==> config.mk <==
export PLATFORM = sky130hd
export DESIGN_NAME = dmem_arbiter
export DESIGN_NICKNAME = d
export VERILOG_FILES = /design/src/rtl/dmem_arbiter.sv
export SDC_FILE = /design/constraint.sdc
export NUM_CORES = 1
export LEC_CHECK = 0
export CORE_AREA = 2 2 229 231
export DETAILED_ROUTE_END_ITERATION = 8
export DIE_AREA = 0 0 231 233
export SYNTH_ARGS = -nofsm -noshare
export SYNTH_HDL_FRONTEND = slang
export SYNTH_SLANG_ARGS = --single-unit
==> constraint.sdc <==
create_clock -name clk -period 2.8 [get_ports clk]
set_clock_uncertainty 0.05 [all_clocks]
set_input_delay 0.7 -clock clk [delete_from_list [all_inputs] [get_ports clk]]
set_output_delay 0.7 -clock clk [all_outputs]
set_load 0.1 [all_outputs]
==> src/rtl/dmem_arbiter.sv <==
// dmem_arbiter: two-port (core/DMA) arbiter and sequencer for a 64-bit access data memory
module dmem_arbiter #(
  parameter int MEM_BYTES  = 256,
  parameter int STARVE_MAX = 4
) (
  input  logic        clk,
  input  logic        reset,
  input  logic        core_req,
  input  logic        core_we,
  input  logic [63:0] core_addr,
  input  logic [63:0] core_wdata,
  output logic [63:0] core_rdata,
  output logic        core_done,
  output logic        core_err,
  output logic        core_stall,
  input  logic        dma_req,
  input  logic        dma_we,
  input  logic [63:0] dma_addr,
  input  logic [63:0] dma_wdata,
  output logic [63:0] dma_rdata,
  output logic        dma_done,
  output logic        dma_err,
  output logic [63:0] Mem_Addr,
  output logic [63:0] Write_Data,
  output logic        MemWrite,
  output logic        MemRead,
  input  logic [63:0] Read_Data
);
  localparam logic [1:0] IDLE = 2'd0, ACCESS = 2'd1, RESP = 2'd2;
  localparam int SW = $clog2(STARVE_MAX + 1);
  localparam logic [SW-1:0] SMAX = SW'(STARVE_MAX);
  localparam logic [63:0] AMAX = 64'(MEM_BYTES - 8);

  logic [1:0]    state_q, state_d;
  logic          owner_q, owner_d;
  logic          we_q, we_d;
  logic [63:0]   addr_q, addr_d, wdata_q, wdata_d, rdata_q, rdata_d;
  logic          err_q, err_d;
  logic [SW-1:0] starve_q, starve_d;
  logic          grant, dma_win, in_range, acc, resp;

  assign acc      = state_q == ACCESS;
  assign resp     = state_q == RESP;
  assign grant    = state_q == IDLE && (core_req || dma_req);
  assign dma_win  = dma_req && (!core_req || starve_q == SMAX);
  // full-width compare so huge addresses never alias into the array
  assign in_range = addr_q <= AMAX;

  always_comb begin
    state_d  = grant ? ACCESS : acc ? RESP : IDLE;
    owner_d  = grant ? dma_win : owner_q;
    we_d     = grant ? (dma_win ? dma_we : core_we) : we_q;
    addr_d   = grant ? (dma_win ? dma_addr : core_addr) : addr_q;
    wdata_d  = grant ? (dma_win ? dma_wdata : core_wdata) : wdata_q;
    starve_d = !grant ? starve_q : (dma_win || !dma_req) ? '0 :
               starve_q == SMAX ? starve_q : starve_q + SW'(1);
    err_d    = acc ? !in_range : err_q;
    rdata_d  = acc ? ((in_range && !we_q) ? Read_Data : '0) : rdata_q;
  end

  always_ff @(posedge clk) begin
    if (reset) begin
      state_q  <= IDLE;
      owner_q  <= 1'b0;
      we_q     <= 1'b0;
      addr_q   <= '0;
      wdata_q  <= '0;
      rdata_q  <= '0;
      err_q    <= 1'b0;
      starve_q <= '0;
    end else begin
      state_q  <= state_d;
      owner_q  <= owner_d;
      we_q     <= we_d;
      addr_q   <= addr_d;
      wdata_q  <= wdata_d;
      rdata_q  <= rdata_d;
      err_q    <= err_d;
      starve_q <= starve_d;
    end
  end

  assign Mem_Addr   = acc ? addr_q : '0;
  assign Write_Data = acc ? wdata_q : '0;
  assign MemWrite   = acc && in_range && we_q;
  assign MemRead    = acc && in_range && !we_q;

  assign core_done  = resp && !owner_q;
  assign core_err   = core_done && err_q;
  assign core_rdata = core_done ? rdata_q : '0;
  assign core_stall = core_req && !core_done;
  assign dma_done   = resp && owner_q;
  assign dma_err    = dma_done && err_q;
  assign dma_rdata  = dma_done ? rdata_q : '0;
endmodule

* Yosys cells after proc, flatten, opt, wreduce, memory -nomap -nowiden
Index checks and enable logic that the tools add are counted.
** Storage, ports and cells
- Input port bits :: 326
- Register bits :: 200
- Word-level logic and storage cells :: 50
** Operators by class
- Reduce and logical (&&, ||, !) cells :: 23
- Order comparisons :: 1
- Equality and inequality tests :: 4
- Muxes and demuxes :: 12
- Add/subtract/negate cells :: 1
** Operators with widths (number)
- two-way mux 64 bit :: 7
- <= comparator 64 x 8 -> 1 bit (second input constant) :: 1
- logical AND 1 bit :: 11
- zero test 1 bit :: 6
- two-way mux 3 bit :: 2
- adder 3 x 1 -> 3 bit (second input constant) :: 1
- equality test 3 bit (second input constant) :: 1
- logical OR 1 bit :: 3
- equality test 2 x 1 -> 1 bit (second input constant) :: 1
- equality test 2 bit (second input constant) :: 1
- zero test 2 bit :: 1
- two-way mux 1 bit :: 2
- two-way mux 2 bit :: 1
- != test 2 bit (second input constant) :: 1
- AND reduction 2 bit :: 1
- OR reduction 2 bit :: 1

* Longest topological paths before layout
- Depth in word-level cells :: 6
- Mapped depth :: 8

* Least setup slack after synthesis
OpenSTA, ideal clock, no wires.
- Path type :: register -> output
- From :: register addr_q[29]
- To :: output MemRead
- Buffers on the path :: 2
- Cell stages (with the launch flop) :: 7
- Arrival :: 3412 ps
- Setup slack :: -1362 ps
- Data required time :: 2050 ps
- Cell sequence :: dfxtp_1 nor4_1 nand4_1 or3_1 buf_2 clkbuf_1 nor3_1
** Between the ends
- Cells in the longest elaborated chain, start to end :: 3
** RTL lines
- from (decl) :: RTL line 37 : logic [63:0] addr_q, addr_d, wdata_q, wdata_d, rdata_q, rdata_d;
- from (signal assigned) :: RTL line 75 : addr_q <= addr_d;
- <= comparator 64 x 8 -> 1 bit :: RTL line 47 : assign in_range = addr_q <= AMAX;
- logical AND 1 bit (2 in a row) :: RTL line 86 : assign MemRead = acc && in_range && !we_q;
- to (decl) :: RTL line 26 : output logic MemRead,
Every way passes these cells.

* Worst setup path in the final report
- From :: register addr_q[50]
- To :: output MemWrite
** Between the ends
- Cells in the longest elaborated chain, start to end :: 3
** RTL lines
- <= comparator 64 x 8 -> 1 bit :: RTL line 47
- logical AND 1 bit (2 in a row) :: RTL line 85 : assign MemWrite = acc && in_range && we_q;
- to (decl) :: RTL line 25 : output logic MemWrite,
Every way passes these cells.

==> metrics <==
Clock Path Buffers=2; highest attainable clock frequency=0.339 GHz; per-cell via count in the routed design=4.37; Port Buf Inserts=588; die boundary height=233 um; core occupancy in the finished layout=40.6%; number of ports placed on the die boundary=589; overall track demand over capacity in global routing=16.5%; Worst IR Drop VDD=0.000403 V; Post-Place Worst Slack=0.0460 ns; syn nets=1540; Final period util=105%; transition at the pin with the smallest max-transition slack=0.978 ns; most frequent cells in the layout=sky130_fd_sc_hd__clkdlybuf4s50_1, sky130_fd_sc_hd__buf_12, sky130_fd_sc_hd__and2_1; total negative setup slack=-0.270 ns; maximum fanout count along the critical path=3; final critical-path required period=2.95 ns; area enclosed by the die boundary=53800 um^2; synthesis-stage register bit count=200; setup slack of the most critical reg-to-reg path=0.54 ns; die span in x=231 um; CTS tree=yes; first-pass GRT wire length=66400 um; hold-fix buffers at CTS=0; pin count of the biggest net entering global routing=87; half-perimeter wire length of the detailed placement result=35700 um; number of buffer and inverter instances along the worst setup path=1; fraction of final layout cells with drive strength greater than 1=23.7%; overall routed net length=45900 um; area added between synthesis and finish=100%; WP data required=2.05 ns; non-filler cells, final=2459; CP endpoint kind=output pin; most common cell after layout, fill and taps aside=sky130_fd_sc_hd__clkdlybuf4s50_1; total power=8500 uW; Yosys warning total=0; first-pass iteration count of the detailed router=4; cells after synthesis=1212; number of H-tree branching levels=4; Clock Root Buffer=sky130_fd_sc_hd__clkbuf_16; vias in the first global route=10700; Cell variety after synth=32; mean post-synth cell area=8.54 um^2; Final setup viols=2; worst min-delay path category=reg -> reg; count of routing violations after the opening detailed-route iteration=302; data arrival time of the critical path=2.20 ns; kind of cell with the highest combined delay on the critical path=simple AND/OR/NAND/NOR gates; routed vias=10700; hold violation total from the final report=0; worst-skew pair later-pin latency=0.48 ns; residual overflow from global routing=0; Detail Route Antenna Nets=0; CTS sink count=200; most frequently used flop master after synthesis=sky130_fd_sc_hd__dfxtp_1; count of placed standard cells including taps=2417; Critical Path Max Stage Delay=0.46 ns; post-synthesis instance area=10300 um^2; Slowest-stage cell, CP=sky130_fd_sc_hd__or3_4; Num CTS Buffers=17; sequential element share of the synthesized area=38.7%; total number of placement rows=83; number of maximum-capacitance violations=0; Std-Cell Core Area=51100 um^2; least setup slack across all paths after layout=-0.150 ns; Slew Viols, Final=0; RSZ-0062 raised after global routing=yes; placer's final routability congestion estimate=0.865; run status=finished, violations left; detail-routed net length per standard cell=18.7 um; critical path, cell by cell=nor4_1 > nand3_1 > or3_4 > nor3_4 > buf_12; Post-route DRC=0; fraction of synthesis flops using an asynchronous set or reset pin=0%; Crit Path Category=reg -> out; starting utilization of the core area=20.3%; number of flops mapped to enable cells by yosys=0; relative max-transition margin=34.8%; leakage power=0.00786 uW; power per cell area=410 nW/um^2; CP Launch Type=flip-flop; Worst-path clk slew=0.07 ns; violations in the final reports=setup timing; # nets final=2091; number of antenna violations at the first check in global routing=5
==> power breakdown <==
part / leakage, uW / internal [uW] / switching, uW
sequential: 0.00165 / 3070 / 166
clock: 0.000286 / 1430 / 1170
combinational: 0.00593 / 1200 / 1470
total: 0.00786 / 5690 / 2810
==> cells in the mapped netlist (2+ instances only) <==
| master | count | area share (%) |
|---|---|---|
| sky130_fd_sc_hd__and2_1 | 259 | 16 |
| sky130_fd_sc_hd__dfxtp_1 | 200 | 39 |
| sky130_fd_sc_hd__nor2_1 | 135 | 4.9 |
| sky130_fd_sc_hd__nand2_1 | 133 | 4.8 |
| sky130_fd_sc_hd__mux2i_1 | 130 | 13 |
| sky130_fd_sc_hd__a211oi_1 | 129 | 9.4 |
| sky130_fd_sc_hd__clkbuf_1 | 82 | 3.0 |
| sky130_fd_sc_hd__o31ai_1 | 34 | 2.5 |
| sky130_fd_sc_hd__o31ai_2 | 27 | 3.3 |
| sky130_fd_sc_hd__buf_2 | 22 | 1.1 |
| sky130_fd_sc_hd__nor4_1 | 14 | 0.85 |
| sky130_fd_sc_hd__buf_1 | 7 | 0.25 |
| sky130_fd_sc_hd__nor3_1 | 5 | 0.24 |
| sky130_fd_sc_hd__buf_6 | 4 | 0.44 |
| sky130_fd_sc_hd__inv_1 | 4 | 0.15 |
| sky130_fd_sc_hd__a21oi_1 | 3 | 0.15 |
| sky130_fd_sc_hd__nand4_1 | 3 | 0.18 |
| sky130_fd_sc_hd__o31ai_4 | 3 | 0.62 |
| sky130_fd_sc_hd__ha_1 | 2 | 0.24 |
| sky130_fd_sc_hd__nand3_1 | 2 | 0.097 |
| sky130_fd_sc_hd__nor2b_1 | 2 | 0.12 |
| sky130_fd_sc_hd__o21ai_0 | 2 | 0.097 |
==> area by class of cell <==
cell class	count	area (um^2)
Clock buffer	25	505
Clock inverter	6	88.8
Multi-Input combinational cell	893	6020
Tap cell	680	851
Sequential cell	200	4010
Timing Repair Buffer	647	9230
Antenna cell	4	10.0
Fill cell	5024	30400
Inverter	4	15.0
==> flip-flops by register name, indices dropped and copies added (netlist names) <==
signal    flops
owner_q       1
wdata_q      64
rdata_q      64
addr_q       64
we_q          1
starve_q      3
err_q         1
state_q       2
==> worst min-delay path: cells and delay by family (launching register included) <==
family,cells,cell delay (ns)
flops,1,0.31
simple gates,1,0.05
compound gates,1,0.05
==> metrics by stage <==
stage                     cell area, um^2  hold WS (ns)
final                               20700         0.408
after global routing                20700         0.435
after detailed placement            19900         0.399
after global placement              19900         0.394
after CTS                           20600         0.412
after floorplan                     10400         0.381
==> path summary, 6_finish.rpt <==
kind                from          end  cells after the start
max           addr_q[50]     MemWrite                      5
min reg2reg  rdata_q[10]  rdata_q[10]                      2
min          rdata_q[10]  rdata_q[10]                      2
max reg2reg   addr_q[21]   rdata_q[8]                      6
==> what timing repair did <==
action,in CTS,in global routing
setup buffers,1,4
resized for setup,17,11
cloned,0,3
pin swaps,8,6
setup endpoints to repair,43,102
==> cells by family (layout without fill, tap and decap cells) <==
group           Yosys count  count (layout)  share of synthesized area (%)
simple gates            559             559                           27.3
mux                     130             130                           12.6
compound gates          202             202                           16.3
flops                   200             200                           38.7
other cells               0               4                              0
fa+ha+maj                 2               2                          0.242
buf+inv                 119             682                           4.87
==> routing by layer <==
metal	part of all wire (%)	vias to the layer above	wire length (um)	track usage, %
met1	39	5006	18000	18.3
met5	0.026	-	12	0
met2	50	432	22900	28.5
met4	2.5	2	1170	6.49
li1	-	5254	-	-
met3	8.3	46	3830	6.07
Power figures use the tool's default switching activity.
